--- config.mk ---
export PLATFORM = sky130hd
export DESIGN_NAME = load_store_unit
export DESIGN_NICKNAME = d
export VERILOG_FILES = /design/src/rtl/lsu_pkg.sv /design/src/rtl/lsu_lane.sv /design/src/rtl/load_store_unit.sv
export SDC_FILE = /design/constraint.sdc
export NUM_CORES = 1
export LEC_CHECK = 0
export CAP_MARGIN = 20
export CORE_MARGIN = 2
export CORE_UTILIZATION = 42
export DETAILED_ROUTE_END_ITERATION = 10
export PLACE_DENSITY = 0.79
export SYNTH_ARGS = -nofsm -noshare
export SYNTH_HDL_FRONTEND = slang
export SYNTH_SLANG_ARGS = --single-unit
--- constraint.sdc ---
create_clock -name clk -period 1.8 [get_ports clk]
set_input_delay 0.27 -clock clk [delete_from_list [all_inputs] [get_ports clk]]
set_output_delay 0.27 -clock clk [all_outputs]
set_load 0.02 [all_outputs]
--- src/rtl/lsu_pkg.sv ---
// Shared definitions for the load/store unit.
// Holds the RISC-V load/store funct3 encodings, the LSU FSM state type and
// a helper that tells whether a funct3 value is legal for a load or a store.
package lsu_pkg;

    localparam logic [2:0] F3_B  = 3'b000;
    localparam logic [2:0] F3_H  = 3'b001;
    localparam logic [2:0] F3_W  = 3'b010;
    localparam logic [2:0] F3_BU = 3'b100;
    localparam logic [2:0] F3_HU = 3'b101;

    typedef enum logic [1:0] {
        IDLE = 2'd0,
        RD   = 2'd1,
        WR   = 2'd2,
        RESP = 2'd3
    } lsu_state_t;

    // Unsigned variants only exist for loads; every other encoding is illegal.
    function automatic logic f3_legal(input logic is_store, input logic [2:0] f3);
        logic ok;
        case (f3)
            F3_B, F3_H, F3_W: ok = 1'b1;
            F3_BU, F3_HU:     ok = !is_store;
            default:          ok = 1'b0;
        endcase
        return ok;
    endfunction

endpackage

--- src/rtl/lsu_lane.sv ---
// Byte/half lane steering for the load/store unit (purely combinational).
// Ports:
//   word       in  32  word read from memory
//   addr_lo    in  2   byte offset within the word
//   funct3     in  3   access size / signedness
//   wdata      in  32  store data, low-aligned
//   load_data  out 32  selected lane, sign- or zero-extended
//   store_word out 32  word with the addressed lane replaced by store data
module lsu_lane
    import lsu_pkg::*;
(
    input  logic [31:0] word,
    input  logic [1:0]  addr_lo,
    input  logic [2:0]  funct3,
    input  logic [31:0] wdata,
    output logic [31:0] load_data,
    output logic [31:0] store_word
);

    logic [7:0]  byte_s;
    logic [15:0] half_s;

    // Lane extraction and sign/zero extension for loads.
    always_comb begin
        byte_s    = 8'd0;
        half_s    = 16'd0;
        load_data = 32'd0;
        case (addr_lo)
            2'd0:    byte_s = word[7:0];
            2'd1:    byte_s = word[15:8];
            2'd2:    byte_s = word[23:16];
            2'd3:    byte_s = word[31:24];
            default: byte_s = 8'd0;
        endcase
        half_s = addr_lo[1] ? word[31:16] : word[15:0];
        case (funct3)
            F3_B:    load_data = {{24{byte_s[7]}}, byte_s};
            F3_BU:   load_data = {24'd0, byte_s};
            F3_H:    load_data = {{16{half_s[15]}}, half_s};
            F3_HU:   load_data = {16'd0, half_s};
            F3_W:    load_data = word;
            default: load_data = 32'd0;
        endcase
    end

    // Read-modify-write merge: the memory port always writes four bytes.
    always_comb begin
        store_word = wdata;
        case (funct3)
            F3_B: begin
                case (addr_lo)
                    2'd0:    store_word = {word[31:8], wdata[7:0]};
                    2'd1:    store_word = {word[31:16], wdata[7:0], word[7:0]};
                    2'd2:    store_word = {word[31:24], wdata[7:0], word[15:0]};
                    2'd3:    store_word = {wdata[7:0], word[23:0]};
                    default: store_word = word;
                endcase
            end
            F3_H:    store_word = addr_lo[1] ? {wdata[15:0], word[15:0]}
                                             : {word[31:16], wdata[15:0]};
            default: store_word = wdata;
        endcase
    end

endmodule

--- src/rtl/load_store_unit.sv ---
// Load/store unit: accepts one load or store from execute, drives the data
// memory word port and returns extended load data or a fault.
// Ports:
//   clk, rst_n                    clock, synchronous active-low reset
//   req_valid/req_ready           request handshake (accept on valid && ready)
//   req_store, req_funct3,
//   req_addr, req_wdata           request fields
//   resp_valid, resp_rdata,
//   resp_fault                    one-cycle completion pulse and result
//   mem_addr, mem_write_data,
//   mem_write, mem_read           memory word port (commit on mem_write edge)
//   mem_data_out                  combinational read data for mem_addr
module load_store_unit
    import lsu_pkg::*;
#(
    parameter int unsigned MEM_BYTES = 1024
)
(
    input  logic        clk,
    input  logic        rst_n,
    input  logic        req_valid,
    output logic        req_ready,
    input  logic        req_store,
    input  logic [2:0]  req_funct3,
    input  logic [31:0] req_addr,
    input  logic [31:0] req_wdata,
    output logic        resp_valid,
    output logic [31:0] resp_rdata,
    output logic        resp_fault,
    output logic [31:0] mem_addr,
    output logic [31:0] mem_write_data,
    output logic        mem_write,
    output logic        mem_read,
    input  logic [31:0] mem_data_out
);

    localparam logic [32:0] MEM_LIMIT = 33'(MEM_BYTES);

    lsu_state_t  state_r, state_next_s;
    logic        accept_s, fault_s;
    logic [31:0] aligned_s;
    logic [32:0] end_addr_s;
    logic        misalign_s;
    logic [1:0]  addr_lo_r;
    logic [2:0]  funct3_r;
    logic        store_r;
    logic [31:0] wdata_r;
    logic [31:0] lane_load_s, lane_store_s;
    logic        resp_valid_r, resp_fault_r;
    logic [31:0] resp_rdata_r, mem_addr_r, mem_write_data_r;

    assign req_ready      = (state_r == IDLE) && rst_n;
    assign accept_s       = req_valid && req_ready;
    assign mem_read       = (state_r == RD) && rst_n;
    assign mem_write      = (state_r == WR) && rst_n;
    assign resp_valid     = resp_valid_r;
    assign resp_fault     = resp_fault_r;
    assign resp_rdata     = resp_rdata_r;
    assign mem_addr       = mem_addr_r;
    assign mem_write_data = mem_write_data_r;

    // Fault check on the incoming request; end address computed in 33 bits so
    // addresses near 2^32 cannot wrap back into range.
    always_comb begin
        aligned_s  = {req_addr[31:2], 2'b00};
        end_addr_s = {1'b0, aligned_s} + 33'd3;
        case (req_funct3)
            F3_H, F3_HU: misalign_s = req_addr[0];
            F3_W:        misalign_s = (req_addr[1:0] != 2'b00);
            default:     misalign_s = 1'b0;
        endcase
        fault_s = misalign_s || !f3_legal(req_store, req_funct3) || (end_addr_s >= MEM_LIMIT);
    end

    lsu_lane u_lane (
        .word       (mem_data_out),
        .addr_lo    (addr_lo_r),
        .funct3     (funct3_r),
        .wdata      (wdata_r),
        .load_data  (lane_load_s),
        .store_word (lane_store_s)
    );

    // FSM state register.
    always_ff @(posedge clk) begin
        if (!rst_n) begin
            state_r <= IDLE;
        end else begin
            state_r <= state_next_s;
        end
    end

    // Next-state logic; only SB/SH stores pass through RD on their way to WR.
    always_comb begin
        state_next_s = state_r;
        case (state_r)
            IDLE: begin
                if (!accept_s) begin
                    state_next_s = IDLE;
                end else if (fault_s) begin
                    state_next_s = RESP;
                end else if (!req_store) begin
                    state_next_s = RD;
                end else if (req_funct3 == F3_W) begin
                    state_next_s = WR;
                end else begin
                    state_next_s = RD;
                end
            end
            RD:      state_next_s = store_r ? WR : RESP;
            WR:      state_next_s = RESP;
            RESP:    state_next_s = IDLE;
            default: state_next_s = IDLE;
        endcase
    end

    // Request latches, registered memory address/write data and response.
    always_ff @(posedge clk) begin
        if (!rst_n) begin
            addr_lo_r        <= 2'd0;
            funct3_r         <= 3'd0;
            store_r          <= 1'b0;
            wdata_r          <= 32'd0;
            resp_valid_r     <= 1'b0;
            resp_fault_r     <= 1'b0;
            resp_rdata_r     <= 32'd0;
            mem_addr_r       <= 32'd0;
            mem_write_data_r <= 32'd0;
        end else begin
            resp_valid_r <= (state_next_s == RESP);
            if (accept_s) begin
                addr_lo_r        <= req_addr[1:0];
                funct3_r         <= req_funct3;
                store_r          <= req_store;
                wdata_r          <= req_wdata;
                mem_addr_r       <= aligned_s;
                // SW writes this verbatim; SB/SH replace it with the merge in RD.
                mem_write_data_r <= req_wdata;
                resp_rdata_r     <= 32'd0;
                resp_fault_r     <= fault_s;
            end else if (state_r == RD) begin
                if (store_r) begin
                    mem_write_data_r <= lane_store_s;
                end else begin
                    resp_rdata_r <= lane_load_s;
                end
            end else if (state_r == RESP) begin
                resp_fault_r <= 1'b0;
            end
        end
    end

endmodule

# Word level (Yosys, flattened, before mapping)
# Cells that the tools add are included.
dict set report word_totals {
  regBits 136
  inputBits 103
  output_inout_bits 101
  word_cells 73
}
dict set report op_classes {
  addsub 1
  magnitude_cmp 1
  n_eq_ne 16
  muxes 20
  bitwise 2
  n_reduce_logical 23
}
# operator count
set ops {}
lappend ops {{32-bit one-hot mux with 5 select lines} 1}
lappend ops {{32-bit two-way mux} 4}
lappend ops {{32-bit one-hot mux with 4 select lines} 1}
lappend ops {{32-bit one-hot mux with 2 select lines} 1}
lappend ops {{32-bit by 2-bit adder with 33-bit output, second input constant} 1}
lappend ops {{33-bit by 11-bit >= comparator with 1-bit output, second input constant} 1}
lappend ops {{8-bit one-hot mux with 4 select lines} 1}
lappend ops {{16-bit two-way mux} 1}
lappend ops {{3-bit equality test, second input constant} 4}
lappend ops {{2-bit equality test, second input constant} 5}
lappend ops {{2-bit two-way mux} 4}
lappend ops {{2-bit one-hot mux with 4 select lines} 1}
lappend ops {{2-bit nonzero test} 4}
lappend ops {{3-bit by 1-bit equality test with 1-bit output, second input constant} 2}
lappend ops {{3-bit by 2-bit equality test with 1-bit output, second input constant} 2}
lappend ops {{3-bit logical NOT} 2}
lappend ops {{2-bit AND reduction} 3}
lappend ops {{2-bit OR reduction} 3}
lappend ops {{2-bit by 1-bit equality test with 1-bit output, second input constant} 2}
lappend ops {{1-bit logical AND} 4}
lappend ops {{2-bit logical NOT} 2}
lappend ops {{1-bit two-way mux} 4}
lappend ops {{1-bit one-hot mux with 2 select lines} 2}
lappend ops {{3-bit OR reduction} 1}
lappend ops {{4 further kinds} 7}

# Longest topological paths before layout
# Gate-level depths: netlist of run 1.
dict set report logic_depth {
  depth_word 10
  depth_mapped 8
  ltp_nobuf 6
}

# Cells and area by module
# A second synthesis of run 1 with hierarchy kept.
dict set report unflattened {
  hier_cells 740
  hier_area_um2 6667.6
}
# module instances cells_each area_each_um2 seq_area_each_um2
set modules_own_cells {}
lappend modules_own_cells {load_store_unit 1 490 4800.9 2722.6}
lappend modules_own_cells {lsu_lane 1 250 1866.8 0.0}

# Least setup slack after synthesis of run 1
# Ideal clock, no wire load.
dict set report synth_timing {
  kind {register -> register}
  start {register state_r[1]}
  end {register resp_rdata_r[2], in the netlist resp_rdata[2]}
  setup_time_ns 0.060
  arrival_time_ns 1.665
  required_time_ns 1.740
  path_slack_ns 0.075
  path_stages_with_launch 7
  path_buffers 0
  synth_period_minus_slack_ns 1.725
  cell_sequence {dfxtp_1 -> inv_1 -> ha_1 -> nor2b_1 -> nand4_1 -> nor2b_1 -> a221o_1}
}
dict set report synth_via {
  elab_chain_len 4
  word_cells_on_any_way 6
  classes_between {1 x eq/ne; 5 x reduce/logical}
}
# element line
set synth_rtl {}
lappend synth_rtl {{start, declared} load_store_unit.sv:39} ;# lsu_state_t state_r, state_next_s;
lappend synth_rtl {{start signal, assigned} load_store_unit.sv:89} ;# state_r <= state_next_s;
lappend synth_rtl {{2-bit logical NOT} load_store_unit.sv:52} ;# assign req_ready = (state_r == IDLE) && rst_n;
lappend synth_rtl {{1-bit logical AND} load_store_unit.sv:52}
lappend synth_rtl {{1-bit logical AND} load_store_unit.sv:53} ;# assign accept_s = req_valid && req_ready;
lappend synth_rtl {{2-bit OR reduction (no line)} --}
lappend synth_rtl {{end signal, assigned} load_store_unit.sv:145} ;# resp_rdata_r <= lane_load_s;
lappend synth_rtl {{end, declared} load_store_unit.sv:50} ;# logic [31:0] resp_rdata_r, mem_addr_r, mem_write_data_r;
# Parallel ways exist; a longest one is shown, timed or not.
# A chain may end at the register's enable or synchronous reset.

# Worst setup path after layout of run 1
dict set report layout_timing {
  start {register state_r[0]}
  end {output mem_write}
}
dict set report layout_via {
  elab_chain_len 2
}
# element line
set layout_rtl {}
lappend layout_rtl {{2-bit equality test} load_store_unit.sv:55} ;# assign mem_write = (state_r == WR) && rst_n;
lappend layout_rtl {{1-bit logical AND} load_store_unit.sv:55}
lappend layout_rtl {{end, declared} load_store_unit.sv:32} ;# output logic mem_write,
# Every way passes these cells.

==> qor.yml, run 1 <==
cts_buffer_depth: 2
ys_warn_count: 0
drt_wl_total_mm: 23.1
ys_seq_elements: 136
cts-root-buf: "clkbuf_16"
place.gp.congestion: 0.961
cp-start-kind: "register"
period_needed_ps: 1740
clkTransAtPathRegs_ps: 60
synth_commonest_cells: "nand2_1, dfxtp_1, a21oi_1"
postCtsHoldBufs: 0
rsz0062_at_grt: "true"
powerDensity_nw_per_um2: 900
cp-end-kind: "output pin"
grt_overflow: 0
finalCritPeriodShare_pct: 96.8
yosys.area.top_type: "dfxtp_1"
timing.fmax_mhz: 574
finalClockSkew_ps: 10.4
dpl.hpwl_mm: 16.7
antenna_found_initial: 0
synth_enable_flop_cells: 0
area_growth_syn_to_layout_pct: 50.7
start_util_pct: 42.9
ys_types: 51
nNetsFinal: 1100
final_layout_size_suffix_gt1_share_pct: 15.4
vias_per_cell: 5.83
firstDrtPassIters: 6
hp-class: "input pin to register"
grt_pass1_vias: 6566
crit_arrival_ps: 1470
ios: 204
cap_violations: 0
n_fill_cell: 1240
cts_buffers: 17
ff_latch_area_um2: 2730
ant_nets: 0
grt_pass1_wl_mm: 35.1
synthFlopType: "dfxtp_1"
drc_errors: 0
crit_fanout: 3
worst_slack_ps: 58.3
leakage_nw: 3.74
dieArea_um2: 16500
htreeDepth: 4
multi_input_comb_area_um2: 3520
hold_viol_final: 0
slew_headroom_pct: 51.0
synth_area_leaders: "dfxtp_1, nand2_1, a221oi_1"
yosysMostFrequentCell: "nand2_1"
clock_latency_ps: 430
irDropWorstVdd_v: 0.000612
die_h_um: 128
syn-mean-instance-area_um2: 8.54
async_flop_share_pct: 0
routedWlPerCell_um: 19.4
cts_tree: "built"
worst_slew_pin_slew_ps: 735
synthCells: 761
crit_required_ps: 1530
drt_iter0_markers: 690
antennaDiodeCount: 0
chipWidth_um: 128
cts_sinks: 136
dp_worst_setup_slack_ps: -156
seq_area_frac_synth_pct: 41.9
synth_top_area_share_pct: 41.9
setup-violations-final: 0
portBuffers: 201
num_vias: 6953
report.final.slew_viol_count: 0
core-area_um2: 15100
outcome: "completed"
grtUsageTotal_pct: 27.6
syn_area_um2: 6500
total_power_mw: 8.81
grt_max_degree: 69
critPathKind: "register to output pin"
fp-row-count: 45
setup-tns-final_ps: 0
[stage by stage]
| step | area [µm²] | utilization [%] | hold slack, ps | instances |
|---|---|---|---|---|
| after floorplan | 6500 | - | 406 | 762 |
| after global placement | 9140 | 60.4 | 440 | 1160 |
| after detailed placement | 9140 | 60.4 | 446 | 1160 |
| after CTS | 9750 | 64.4 | 230 | 1192 |
| after global routing | 9790 | 64.7 | 243 | 1193 |
| final | 9790 | 64.7 | 241 | 1193 |
[logic make-up after synthesis]
kind of cell / share of synthesized area, %
adder cells (fa/ha/maj): 0.963
buffers and inverters: 4.72
AND/OR/NAND/NOR: 17.3
multiplexers: 8.26
other: 0.0577
flip-flops: 41.9
AO/OA/AOI/OAI: 26.8
[sequential cells by signal (all words and copies together) (netlist names)]
name / cells
wdata_r: 32
resp_valid: 1
addr_lo_r: 2
funct3_r: 3
resp_rdata: 32
mem_write_data: 32
mem_addr: 30
store_r: 1
state_r: 2
resp_fault: 1
[critical path, cell delays in order (launching register included)]
cell and delay [ps]:
dfxtp_4 370, inv_1 80, buf_4 150, ha_1 200
inv_2 60, nor2_1 40, buf_4 150
[what timing repair did]
item                                    CTS  global route
buffers inserted                          0             1
gates resized for setup                  15            17
pin swaps                                 0             6
endpoints found under the setup margin   12            28
[final cells by class]
class                   instances  area share [%]
repair buffers                276            27.5
well taps                     188            2.40
multi-input cells             556            36.0
inverters                       5           0.192
flip-flops and latches        136            27.9
clock buffers                  25            5.16
clock inverters                 7           0.920
[layout by cell type, fill, tap and decap left out, types with 4 or more instances in the layout]
cell type,count
clkdlybuf4s50_1,197
buf_4,66
mux2_2,15
and2_1,7
a21boi_0,47
o2bb2ai_1,7
buf_12,10
a21oi_1,68
o21ai_0,36
o21ai_1,4
a221oi_1,47
a221o_1,6
nor4_1,6
and3_1,9
mux4_2,6
nand3_1,4
nor2_1,19
o221ai_1,24
and2_4,4
dfxtp_1,133
mux2i_1,18
clkbuf_8,5
nand2_1,175
clkbuf_16,17
nand4_1,11
[power breakdown]
| part | total [mW] | switching, mW | internal [mW] |
|---|---|---|---|
| clock | 3.51 | 1.30 | 2.22 |
| combinational | 1.94 | 1.02 | 0.918 |
| sequential | 3.36 | 0.150 | 3.21 |
| total | 8.81 | 2.47 | 6.35 |
[final timing paths]
| check | start | endpoint | slack [ps] | cells past startpoint |
|---|---|---|---|---|
| max | state_r[0]$_SDFF_PN0_ | mem_write | 60 | 6 |
| min | rst_n | mem_addr[31]$_SDFFE_PN0P_ | 240 | 2 |
| max reg2reg | addr_lo_r[0]$_SDFFE_PN0P_ | resp_rdata[2]$_SDFFE_PP0P_ | 70 | 4 |
| min reg2reg | mem_addr[7]$_SDFFE_PN0P_ | mem_addr[7]$_SDFFE_PN0P_ | 450 | 2 |
[layer usage]
metal	wire length (µm)	share of wire, %	track usage, %	vias to the layer above
met5	0	0	0	-
met4	1020	4.4	14.5	0
met3	2240	9.7	8.15	65
met2	10600	46	44.2	400
met1	9270	40	33.8	3238
li1	-	-	-	3250
No activity file was read; power rests on OpenSTA's default activity.
==> run 2: changes to the inputs <==
REMOVE_ABC_BUFFERS = 1   (was default)
==> run 2 against run 1 <==
  * Combinational power barely moved
  * Cell area rose by 0.50%
  * Clock-buffer cell count fell by 6
  * Core utilization rose by 0.32 points
  * Flip-flop and latch count did not move
  * Clock skew fell by 4.3 ps
  * Worst hold slack improved by 25 ps
  * Critical endpoint is now req_ready
  * Largest power group unchanged
==> qor.yml, run 2 (synthesis results as in run 1) <==
outcome: "completed"
drt_wl_total_mm: 22.0  # -4.7%
rr_worst_depth: 5  # +1
grt_overflow: 0  # unchanged
leakage_nw: 3.75  # +0.41%
ant_nets: 0  # unchanged
n_fill_cell: 1214  # -2.1%
clkTransAtPathRegs_ps: 60  # about the same
core-area_um2: 15100  # unchanged
finalCritPeriodShare_pct: 97.0  # +0.21 points
dpl.hpwl_mm: 16.0  # -3.9%
holdPathStages: 3  # +1
fin_cells: 1198  # +0.42%
ios: 204  # unchanged
firstDrtPassIters: 5  # -1
place.gp.congestion: 0.929  # -3.3%
cts-root-buf: "clkbuf_16"
clock_latency_ps: 430  # about the same
cp-start-kind: "register"
grtUsageTotal_pct: 26.7  # -0.97 points
use_met3_pct: 5.61  # -2.5 points
cts_buffer_depth: 2  # unchanged
num_vias: 6940  # -0.19%
rsz0062_at_grt: "false"
cts_sinks: 136  # unchanged
powerDensity_nw_per_um2: 900  # about the same
drc_errors: 0  # unchanged
critPathKind: "register to output pin"
grt_pass1_wl_mm: 34.5  # -1.8%
timing.fmax_mhz: 573  # -0.22%
report.final.slew_viol_count: 0  # unchanged
place_inst: 1164  # +0.34%
setup-violations-final: 0  # unchanged
final_common_cell: "clkdlybuf4s50_1"
cp-end-kind: "output pin"
worstReg2RegEnd: "mem_write_data[23]$_SDFFE_PN0P_"
vias_per_cell: 5.79  # -0.60%
hp-class: "input pin to register"
crit_arrival_ps: 1480  # about the same
nNetsFinal: 1105  # +0.45%
worst_slew_pin_slew_ps: 708  # -27.3 ps
period_needed_ps: 1750  # +3.80 ps
worst_slack_ps: 54.5  # -3.80 ps
slew_headroom_pct: 52.8  # +1.8 points
die_h_um: 128  # unchanged
chipWidth_um: 128  # unchanged
hold_viol_final: 0  # unchanged
met2_usage_pct: 43.2  # -1.0 points
irDropWorstVdd_v: 0.000699  # +14%
dp_worst_setup_slack_ps: -185  # -28.8 ps
r2r_start: "funct3_r[0]$_SDFFE_PN0P_"
finalClockSkew_ps: 6.10  # -4.28 ps
start_util_pct: 42.9  # unchanged
busiest_layer: "met2"
antenna_found_initial: 0  # unchanged
final_layout_size_suffix_gt1_share_pct: 15.8  # +0.42 points
drt_iter0_markers: 655  # -5.1%
grt_pass1_vias: 6635  # +1.1%
cts_buffers: 17  # unchanged
postCtsHoldBufs: 0  # unchanged
area_growth_syn_to_layout_pct: 51.5
crit_required_ps: 1530  # about the same
antennaDiodeCount: 0  # unchanged
crit_fanout: 5  # +2
grt_max_degree: 69  # unchanged
grtUsageMet1_pct: 34.9  # +1.0 points
htreeDepth: 4  # unchanged
holdPathEnd: "state_r[0]$_SDFF_PN0_"
r2r_slack_ps: 50  # -20 ps
portBuffers: 201  # unchanged
cap_violations: 0  # unchanged
worstHoldStart: "rst_n"
dieArea_um2: 16500  # unchanged
final_cell_mix: "clkdlybuf4s50_1, nand2_1, dfxtp_1"
routedWlPerCell_um: 18.4  # -5.1%
cts_tree: "built"
fp-row-count: 45  # unchanged
setup-tns-final_ps: 0  # unchanged
run 2: cell count changes in the layout (fill, tap and decap cells not counted), moves of 2 or more:
| cell | before | now |
|---|---|---|
| clkbuf_1 | 3 | 1 |
| clkbuf_8 | 5 | 1 |
| clkinv_2 | 3 | 6 |
| buf_4 | 66 | 68 |
| and2_1 | 7 | 11 |
| buf_6 | 0 | 2 |
| and2_4 | 4 | 0 |
run 2: final cells by class:
class	instances	area, µm²	share of cell area (%)
Timing Repair Buffer	281	2730	27.8
Clock inverter	13	153	1.55
Tap cell	188	235	2.39
Sequential cell	136	2730	27.7
Inverter	5	18.8	0.191
Clock buffer	19	443	4.50
Multi-Input combinational cell	556	3530	35.9
run 2: report_power, final:
part	leakage, nW	internal (mW)	total (mW)	switching (mW)
clock	0.293	2.20	3.57	1.36
combinational	2.35	0.928	1.94	1.01
sequential	1.12	3.21	3.35	0.137
run 2: metrics by stage:
step	util, %	hold WS (ps)	power (mW)	instance area (µm²)
final	65.0	266	8.86	9840
after global routing	65.0	279	9.18	9840
after CTS	64.6	250	8.85	9790
after detailed placement	60.4	446	5.29	9150
after global placement	60.4	440	5.26	9150
after floorplan	-	406	4.23	6210
run 2: critical path: stages, from the launching register on:
cell             delay [ps]
dfxtp_2                 370
inv_2                    70
ha_4                    180
and2_1                  170
clkdlybuf4s15_2         250
run 2: worst max-delay path by stage:
stage / start / end / slack [ps] / cells after the start
after CTS: state_r[0]$_SDFF_PN0_ / req_ready / -30 / 4
after global routing: funct3_r[0]$_SDFFE_PN0P_ / resp_rdata[19]$_SDFFE_PP0P_ / 0.1 / 6
after detailed placement: state_r[1]$_SDFF_PN0_ / resp_rdata[0]$_SDFFE_PP0P_ / -190 / 7
after floorplan: state_r[0]$_SDFF_PN0_ / mem_write_data[10]$_SDFFE_PN0P_ / -1650 / 6
after global placement: mem_data_out[23] / resp_rdata[14]$_SDFFE_PP0P_ / -100 / 5
final: state_r[0]$_SDFF_PN0_ / req_ready / 50 / 4
run 2: layer usage:
layer | routed length, µm | vias up
li1 | - | 3266
met1 | 9300 | 3297
met2 | 10400 | 332
met3 | 1700 | 45
met4 | 632 | 0
met5 | 0 | -
run 2: timing repair:
item | in CTS | in global routing
buffers inserted | 2 | 0
gates cloned | 0 | 0
resized for setup | 17 | 16
setup endpoints to repair | 14 | 39
hold endpoints to repair | 0 | 0
